$ cat config.mk
export PLATFORM = sky130hd
export DESIGN_NAME = pc_control
export DESIGN_NICKNAME = d
export VERILOG_FILES = /design/src/rtl/pc_control.sv
export SDC_FILE = /design/constraint.sdc
export NUM_CORES = 1
export LEC_CHECK = 0
export CAP_MARGIN = 20
export CORE_MARGIN = 1.5
export CORE_UTILIZATION = 42
export CTS_CLUSTER_DIAMETER = 150
export DETAILED_ROUTE_END_ITERATION = 7
export GPL_ROUTABILITY_DRIVEN = 1
export PLACE_DENSITY = 0.84
export SLEW_MARGIN = 20
export SYNTH_ARGS = -nofsm -noshare
export SYNTH_HDL_FRONTEND = slang
export SYNTH_SLANG_ARGS = --single-unit
$ cat constraint.sdc
create_clock -name clk -period 2.55 [get_ports clk]
set_input_delay 0.51 -clock clk [delete_from_list [all_inputs] [get_ports clk]]
set_output_delay 0.51 -clock clk [all_outputs]
set_load 0.02 [all_outputs]
$ cat src/rtl/pc_control.sv
// pc_control: program counter and control-flow resolution for the multi-cycle
// RV32I core. Issues fetch requests and resolves branch/JAL/JALR targets once
// the execute step reports completion.
module pc_control #(
   parameter logic [31:0] RESET_PC = 32'h0000_0000
) (
   input  logic        clk,
   input  logic        reset,
   output logic        fetch_req,
   input  logic        fetch_ack,
   input  logic        exec_done,
   input  logic        is_branch,
   input  logic        is_jal,
   input  logic        is_jalr,
   input  logic [2:0]  funct3,
   input  logic        EQ,
   input  logic        LU,
   input  logic        LS,
   input  logic [31:0] imm,
   input  logic [31:0] alu_s,
   output logic [31:0] pc,
   output logic [31:0] pc_plus4,
   output logic        taken,
   output logic        misaligned
);

   typedef enum logic [1:0] {
      IDLE      = 2'd0,
      FETCH     = 2'd1,
      WAIT_EXEC = 2'd2,
      HALT      = 2'd3
   } state_t;

   state_t      state_q, state_d;
   logic [31:0] pc_q, pc_d;
   logic        taken_q, taken_d;
   logic        mis_q, mis_d;

   logic        br_cond;
   logic        redirect;
   logic [31:0] target;

   assign pc         = pc_q;
   assign pc_plus4   = pc_q + 32'd4;
   assign taken      = taken_q;
   assign misaligned = mis_q;

   // State and architectural registers; reset wins over any in-flight update
   always_ff @(posedge clk) begin
      if (reset) begin
         state_q <= IDLE;
         pc_q    <= RESET_PC;
         taken_q <= 1'b0;
         mis_q   <= 1'b0;
      end else begin
         state_q <= state_d;
         pc_q    <= pc_d;
         taken_q <= taken_d;
         mis_q   <= mis_d;
      end
   end

   // Branch condition and next-PC target; jalr outranks jal outranks branch
   always_comb begin
      br_cond = 1'b0;
      case (funct3)
         3'b000:  br_cond = EQ;
         3'b001:  br_cond = ~EQ;
         3'b100:  br_cond = LS;
         3'b101:  br_cond = ~LS;
         3'b110:  br_cond = LU;
         3'b111:  br_cond = ~LU;
         default: br_cond = 1'b0;
      endcase
      redirect = 1'b0;
      target   = pc_plus4;
      if (is_jalr) begin
         redirect = 1'b1;
         target   = {alu_s[31:1], 1'b0};
      end else if (is_jal) begin
         redirect = 1'b1;
         target   = pc_q + imm;
      end else if (is_branch && br_cond) begin
         redirect = 1'b1;
         target   = pc_q + imm;
      end
   end

   // Next-state logic; taken defaults low so it lives only for one FETCH cycle
   always_comb begin
      state_d = state_q;
      pc_d    = pc_q;
      taken_d = 1'b0;
      mis_d   = mis_q;
      case (state_q)
         IDLE:  state_d = FETCH;
         FETCH: if (fetch_ack) state_d = WAIT_EXEC;
         WAIT_EXEC: begin
            if (exec_done) begin
               if (target[1:0] != 2'b00) begin
                  // Illegal target: keep pc for the trap handler and stop
                  mis_d   = 1'b1;
                  state_d = HALT;
               end else begin
                  pc_d    = target;
                  taken_d = redirect;
                  state_d = FETCH;
               end
            end
         end
         default: state_d = HALT;
      endcase
   end

   // Moore output; suppressed while reset is held even if state is stale
   always_comb begin
      fetch_req = (state_q == FETCH) && !reset;
   end

endmodule

Word-level counts from Yosys, hierarchy flattened

Index checks and enable logic that the tools add are counted.

Flip-flop bits (word level): 36
Output and inout port bits: 67
Word-level logic and storage cells: 42

$add $sub $neg: 2
Equality and inequality tests: 9
Muxes and demuxes: 11
Bitwise gates (word level): 6
Reduce and logical (&&, ||, !) cells: 10

Operators by type and width:

| operator                                                        | number |
|---|---|
| 32-bit two-way mux                                              | 3 |
| 32-bit by 3-bit adder with 32-bit output, second input constant | 1 |
| 32-bit adder                                                    | 1 |
| 3-bit == test, second input constant                            | 4 |
| 2-bit two-way mux                                               | 3 |
| 1-bit NOT                                                       | 6 |
| 1-bit case mux with 6 select lines                              | 1 |
| 2-bit case mux with 3 select lines                              | 1 |
| 3-bit AND reduction                                             | 2 |
| 2-bit != test, second input constant                            | 2 |
| 4-bit OR reduction                                              | 1 |
| 3-bit by 1-bit == test with 1-bit output, second input constant | 1 |
| 3-bit logical NOT                                               | 1 |
| 1-bit two-way mux                                               | 3 |
| 2-bit by 1-bit == test with 1-bit output, second input constant | 1 |
| 2-bit == test, second input constant                            | 1 |
| 1-bit logical AND                                               | 2 |
| 2-bit logical NOT                                               | 1 |
| 2-bit AND reduction                                             | 1 |
| 2-bit nonzero test                                              | 1 |
| 1-bit logical NOT                                               | 1 |

Depth between registers and ports, before layout

Gate-level depths: netlist (run 1).

Depth in word-level cells: 10
Gate-level depth with buffers: 10

Least setup slack after synthesis (run 1)

Ideal clock, no wire load.

Path kind: reg-to-reg
From: reg pc_q[16], in the netlist pc[16]
To: reg pc_q[30], in the netlist pc[30]
Library setup time: 86 ps
Arrival time: 2,581 ps
Data required time: 2,464 ps
Setup slack: -117 ps
Cell stages (with the launch flop): 11
Path buffers: 1
Cells stage by stage: dfxtp_1 > ha_1 > buf_2 > nand2_1 > nor2_1 > a221o_1 > a221o_1 > o211ai_2 > a21oi_2 > mux2_4 > a221oi_2

Cells in the longest elaborated chain, start to end: 4
Elaborated cells between the ends (all ways): 5

Ends and longest elaborated chain:

| item                                                                            | RTL line   | RTL |
|---|---|---|
| start, declared                                                                 | 35         | `logic [31:0] pc_q, pc_d;` |
| start signal, assigned                                                          | 57         | `pc_q <= pc_d;` |
| 32-bit by 3-bit adder with 32-bit output / 32-bit adder (equally long branches) | 44, 82, 85 |  |
| 32-bit two-way mux                                                              | 83         | `end else if (is_branch && br_cond) begin` |
| 32-bit two-way mux (*)                                                          | 80         | `end else if (is_jal) begin` |
| 32-bit two-way mux (*)                                                          | 77         | `if (is_jalr) begin` |

Every way passes the cells marked *; elsewhere a longest branch is shown, timed or not.
A chain may end at the register's enable or synchronous reset.

Worst setup path after layout (run 1)

From: reg pc_q[20], in the netlist pc[20]
To: reg pc_q[29], in the netlist pc[29]

Same word-level chain as after synthesis.

==> qor.csv, run 1 <==
stage,metric,value,unit
route,initial DRC count,868,
layout,Nets,999,
floorplan,Core Area,0.00964,mm^2
worst_setup_path,"Max FO, Critical Path",5,
status,status,"finished, violations left",
timing,Fin Setup TNS,-2580,ps
layout,share of cells above drive strength 1,45.3,%
pwr,Flop pwr share,29.5,%
synth,Post-Synthesis Net Count,673,
floorplan,Initial Utilization,42.8,%
worst_hold_path,Hold Crit Class,reg -> reg,
floorplan,Chip Width,102,um
route,Max Used Layer,met5,
floorplan,io pins,144,
grt,remaining global-route overflow,0,
synth,YS warnings,0,
status,failing checks,negative setup slack,
grt,overall routing resource usage,38.6,%
worst_setup_path,Worst setup endpoint,pc[29],
grt,initial antenna violation count,1,
floorplan,Die Height,102,um
worst_setup_path,critical path type,reg -> reg,
layout,Filler cells,443,
timing,hold slack,519,ps
placement,routability cong.,1.03,
timing,Final setup viols,35,
worst_setup_path,launching element type of the critical path,register,
timing,final worst path period need,2810,ps
synth,Synth area leader,dfxtp_1,
pwr,peak supply drop,0.209,mV
worst_setup_path,Worst EP arrival,3030,ps
route,Avg WL per Cell,25.7,um
worst_setup_path,"setup slack, reg-to-reg",-260,ps
route,M1 WL,8.74,mm
grt,first-pass GRT wire length,31.2,mm
synth,top_reg_cell synth,dfxtp_1,
pwr,P per Cell Area,239,mW/mm^2
worst_setup_path,element type at the critical path end,register,
synth,"EDFF count, synth",0,
cts,CTS tree,yes,
layout,layout overhead on the synthesized area,102,%
worst_setup_path,FF-to-FF path depth,11,
route,First-pass DRT Iterations,5,
pwr,combinational power share,45.3,%
timing,fmax,356,MHz
pwr,Pint,0.00123,W
flow_run,number of max-cap violations,0,
cts,clk root buf,clkbuf_8,
cts,CTS max path bufs,2,
grt,pin count of the biggest net entering global routing,31,
synth,Mean Syn Cell Area,7.33,um^2
grt,vias in the first global route,6284,
worst_setup_path,Crit. Startpoint,pc[20],
cts,"CTS clk-pin slew, worst paths",100,ps
synth,top cell type's share of synthesized area,17.5,%
route,Post-DRT Antenna Nets,0,
timing,period utilization,110,%
pwr,clock power share,25.2,%
worst_setup_path,worst reg2reg path endpoint,pc[29],
synth,synthesized area,0.00413,mm^2
route,met3 WL,3.44,mm
cts,clk_lat worst skew,320,ps
timing,Max Slew Vio Count,0,
synth,Synth Instances,563,
route,via count,6968,
floorplan,Cell Rows,36,
timing,unrepaired setup endpoints after global routing,true,
worst_setup_path,worst path required time,2770,ps
timing,clk_skew,12.1,ps
worst_setup_path,reg2reg start,pc[20],
synth,"top cells by area, synth","dfxtp_1, ha_1, xnor2_1",
synth,Netlist cell types,74,
cts,Clock Sink Count,36,
route,drt drc,0,
placement,HPWL Detailed,13.9,mm
layout,ant diodes,0,
route,Via density,6.81,
cts,Num CTS Buffers,5,
placement,# port buffers,142,
pwr,leakage,3.63,nW
timing,Hold Fails Final Rpt,0,
pwr,Net Sw Frac,38.7,%
timing,Worst Tran Pin Value,570,ps
synth,"flops & latches, synth",36,
synth,ys async rst share,0,%
pwr,P_sw,0.000774,W
timing,Slew HR,61.7,%
timing,setup slack after layout,-257,ps
synth,"Seq/Total Area, Yosys",17.5,%
route,drt total wl,26.3,mm
floorplan,die area,0.0104,mm^2
route,routed wl met2,11.7,mm
cts,H-tree depth,2,
placement,post-place setup slack,-782,ps
## area by class of cell
cell class	instances	area [um^2]	share of cell area (%)
clock buffer	6	82.6	0.988
clock inverter	2	15.0	0.180
inverter	13	48.8	0.584
multi-input combinational	486	4230	50.6
sequential	36	744	8.91
tap	133	166	1.99
timing repair buffer	347	3080	36.8
## worst min path at each step
stage / start / endpoint / cells past startpoint
after floorplan: state_q[1] / state_q[1] / 2
after global placement: misaligned / misaligned / 2
after detailed placement: misaligned / misaligned / 2
after CTS: misaligned / misaligned / 2
after global routing: misaligned / misaligned / 2
final: misaligned / misaligned / 2
## flip-flops by register name, indices dropped and copies added (netlist names)
| signal | flops |
|---|---|
| taken | 1 |
| state_q | 2 |
| misaligned | 1 |
| pc | 32 |
## placed cells by master, fill, tap and decap left out, drive strengths merged, types with 10 or more instances in the layout
| master | synthesis | layout |
|---|---|---|
| o211ai | 13 | 13 |
| ha | 32 | 32 |
| a21o | 13 | 13 |
| inv | 13 | 13 |
| dlymetal6s2s | 0 | 10 |
| a21oi | 51 | 51 |
| nor2 | 56 | 56 |
| o21ai | 31 | 31 |
| and3 | 11 | 11 |
| clkbuf | 13 | 13 |
| nand3 | 24 | 24 |
| nand2 | 72 | 72 |
| nor3 | 13 | 13 |
| dfxtp | 36 | 36 |
| xnor2 | 41 | 41 |
| dlygate4sd2 | 0 | 15 |
| xor2 | 13 | 13 |
| buf | 15 | 221 |
| clkdlybuf4s50 | 0 | 87 |
## per-stage QoR
step	power [W]	std cells	utilization, %	instance area [um^2]
after floorplan	0.000917	563	-	4190
after global placement	0.00126	971	71.4	6880
after detailed placement	0.00128	971	71.4	6880
after CTS	0.00180	999	77.9	7510
after global routing	0.00203	1023	86.7	8360
final	0.00200	1023	86.7	8360
## cells by family after synthesis
| logic type | count (synthesis) | share of synthesized area [%] |
|---|---|---|
| AND/OR/NAND/NOR | 209 | 24.1 |
| AO/OA/AOI/OAI | 180 | 29.6 |
| XOR/XNOR | 54 | 11.5 |
| buffers and inverters | 41 | 4.58 |
| flip-flops | 36 | 17.5 |
| adder cells (fa/ha/maj) | 33 | 10.2 |
| multiplexers | 10 | 2.64 |
## worst max-delay path: stages (launching register included)
cell and delay [ps]:
dfxtp_1 490, buf_4 210, ha_4 210, buf_6 130, nor2_1 180, o21a_1 200, a31o_4 140, nand2_2 90
o211ai_1 340, nand2_1 190, xnor2_2 190, a2111oi_2 350
## per-layer routing
metal  vias up  global-route usage (%)
li1       2745                       -
met1      3181                    45.3
met2       752                    65.2
met3       288                    8.00
met4         2                    22.1
met5         -                       0
## cells in the mapped netlist (all sizes together), types with 2 or more instances
library cell   n
a2111oi        3
nor4           2
nor2b          2
o311ai         3
inv           13
xnor2         41
o211ai        13
o32ai          2
and4           5
nand2         72
a21boi         6
dfxtp         36
and3          11
nor3          13
o2111ai        3
o31ai          2
nand3         24
a21oi         51
and2           2
nand2b         6
o21ai         31
o22ai          4
nor2          56
mux2i          9
a221o          3
xor2          13
a211oi         8
nand4          9
clkbuf        13
o21a           2
a311oi         4
a221oi         5
a21o          13
ha            32
a31oi          5
o21bai         5
buf           15
o221ai         3
a31o           5
## power groups by stage
stage | clock (W) | sequential [W] | combinational, W
floorplan | 0 | 0.000618 | 0.000300
global placement | 0 | 0.000599 | 0.000663
detailed placement | 0 | 0.000600 | 0.000684
CTS | 0.000474 | 0.000588 | 0.000737
global route | 0.000512 | 0.000590 | 0.000930
finish | 0.000505 | 0.000590 | 0.000907
## what timing repair did
item | 4_1_cts | 5_1_grt
gates cloned | 3 | 0
endpoints found under the setup margin | 57 | 53
setup buffers | 18 | 24
pin swaps | 53 | 73
hold buffers | 0 | 0
gates resized for setup | 170 | 181
Power figures use the tool's default switching activity.
==> run 2: changes to the inputs <==
--- a/config.mk
+++ b/config.mk
@@ -9,6 +9,7 @@
 export CORE_MARGIN = 1.5
 export CORE_UTILIZATION = 42
 export CTS_CLUSTER_DIAMETER = 150
+export CTS_CLUSTER_SIZE = 25
 export DETAILED_ROUTE_END_ITERATION = 7
 export GPL_ROUTABILITY_DRIVEN = 1
 export PLACE_DENSITY = 0.84
==> results of run 2 <==
Same layout as run 1: the final DEF is identical, and so are final timing and power.
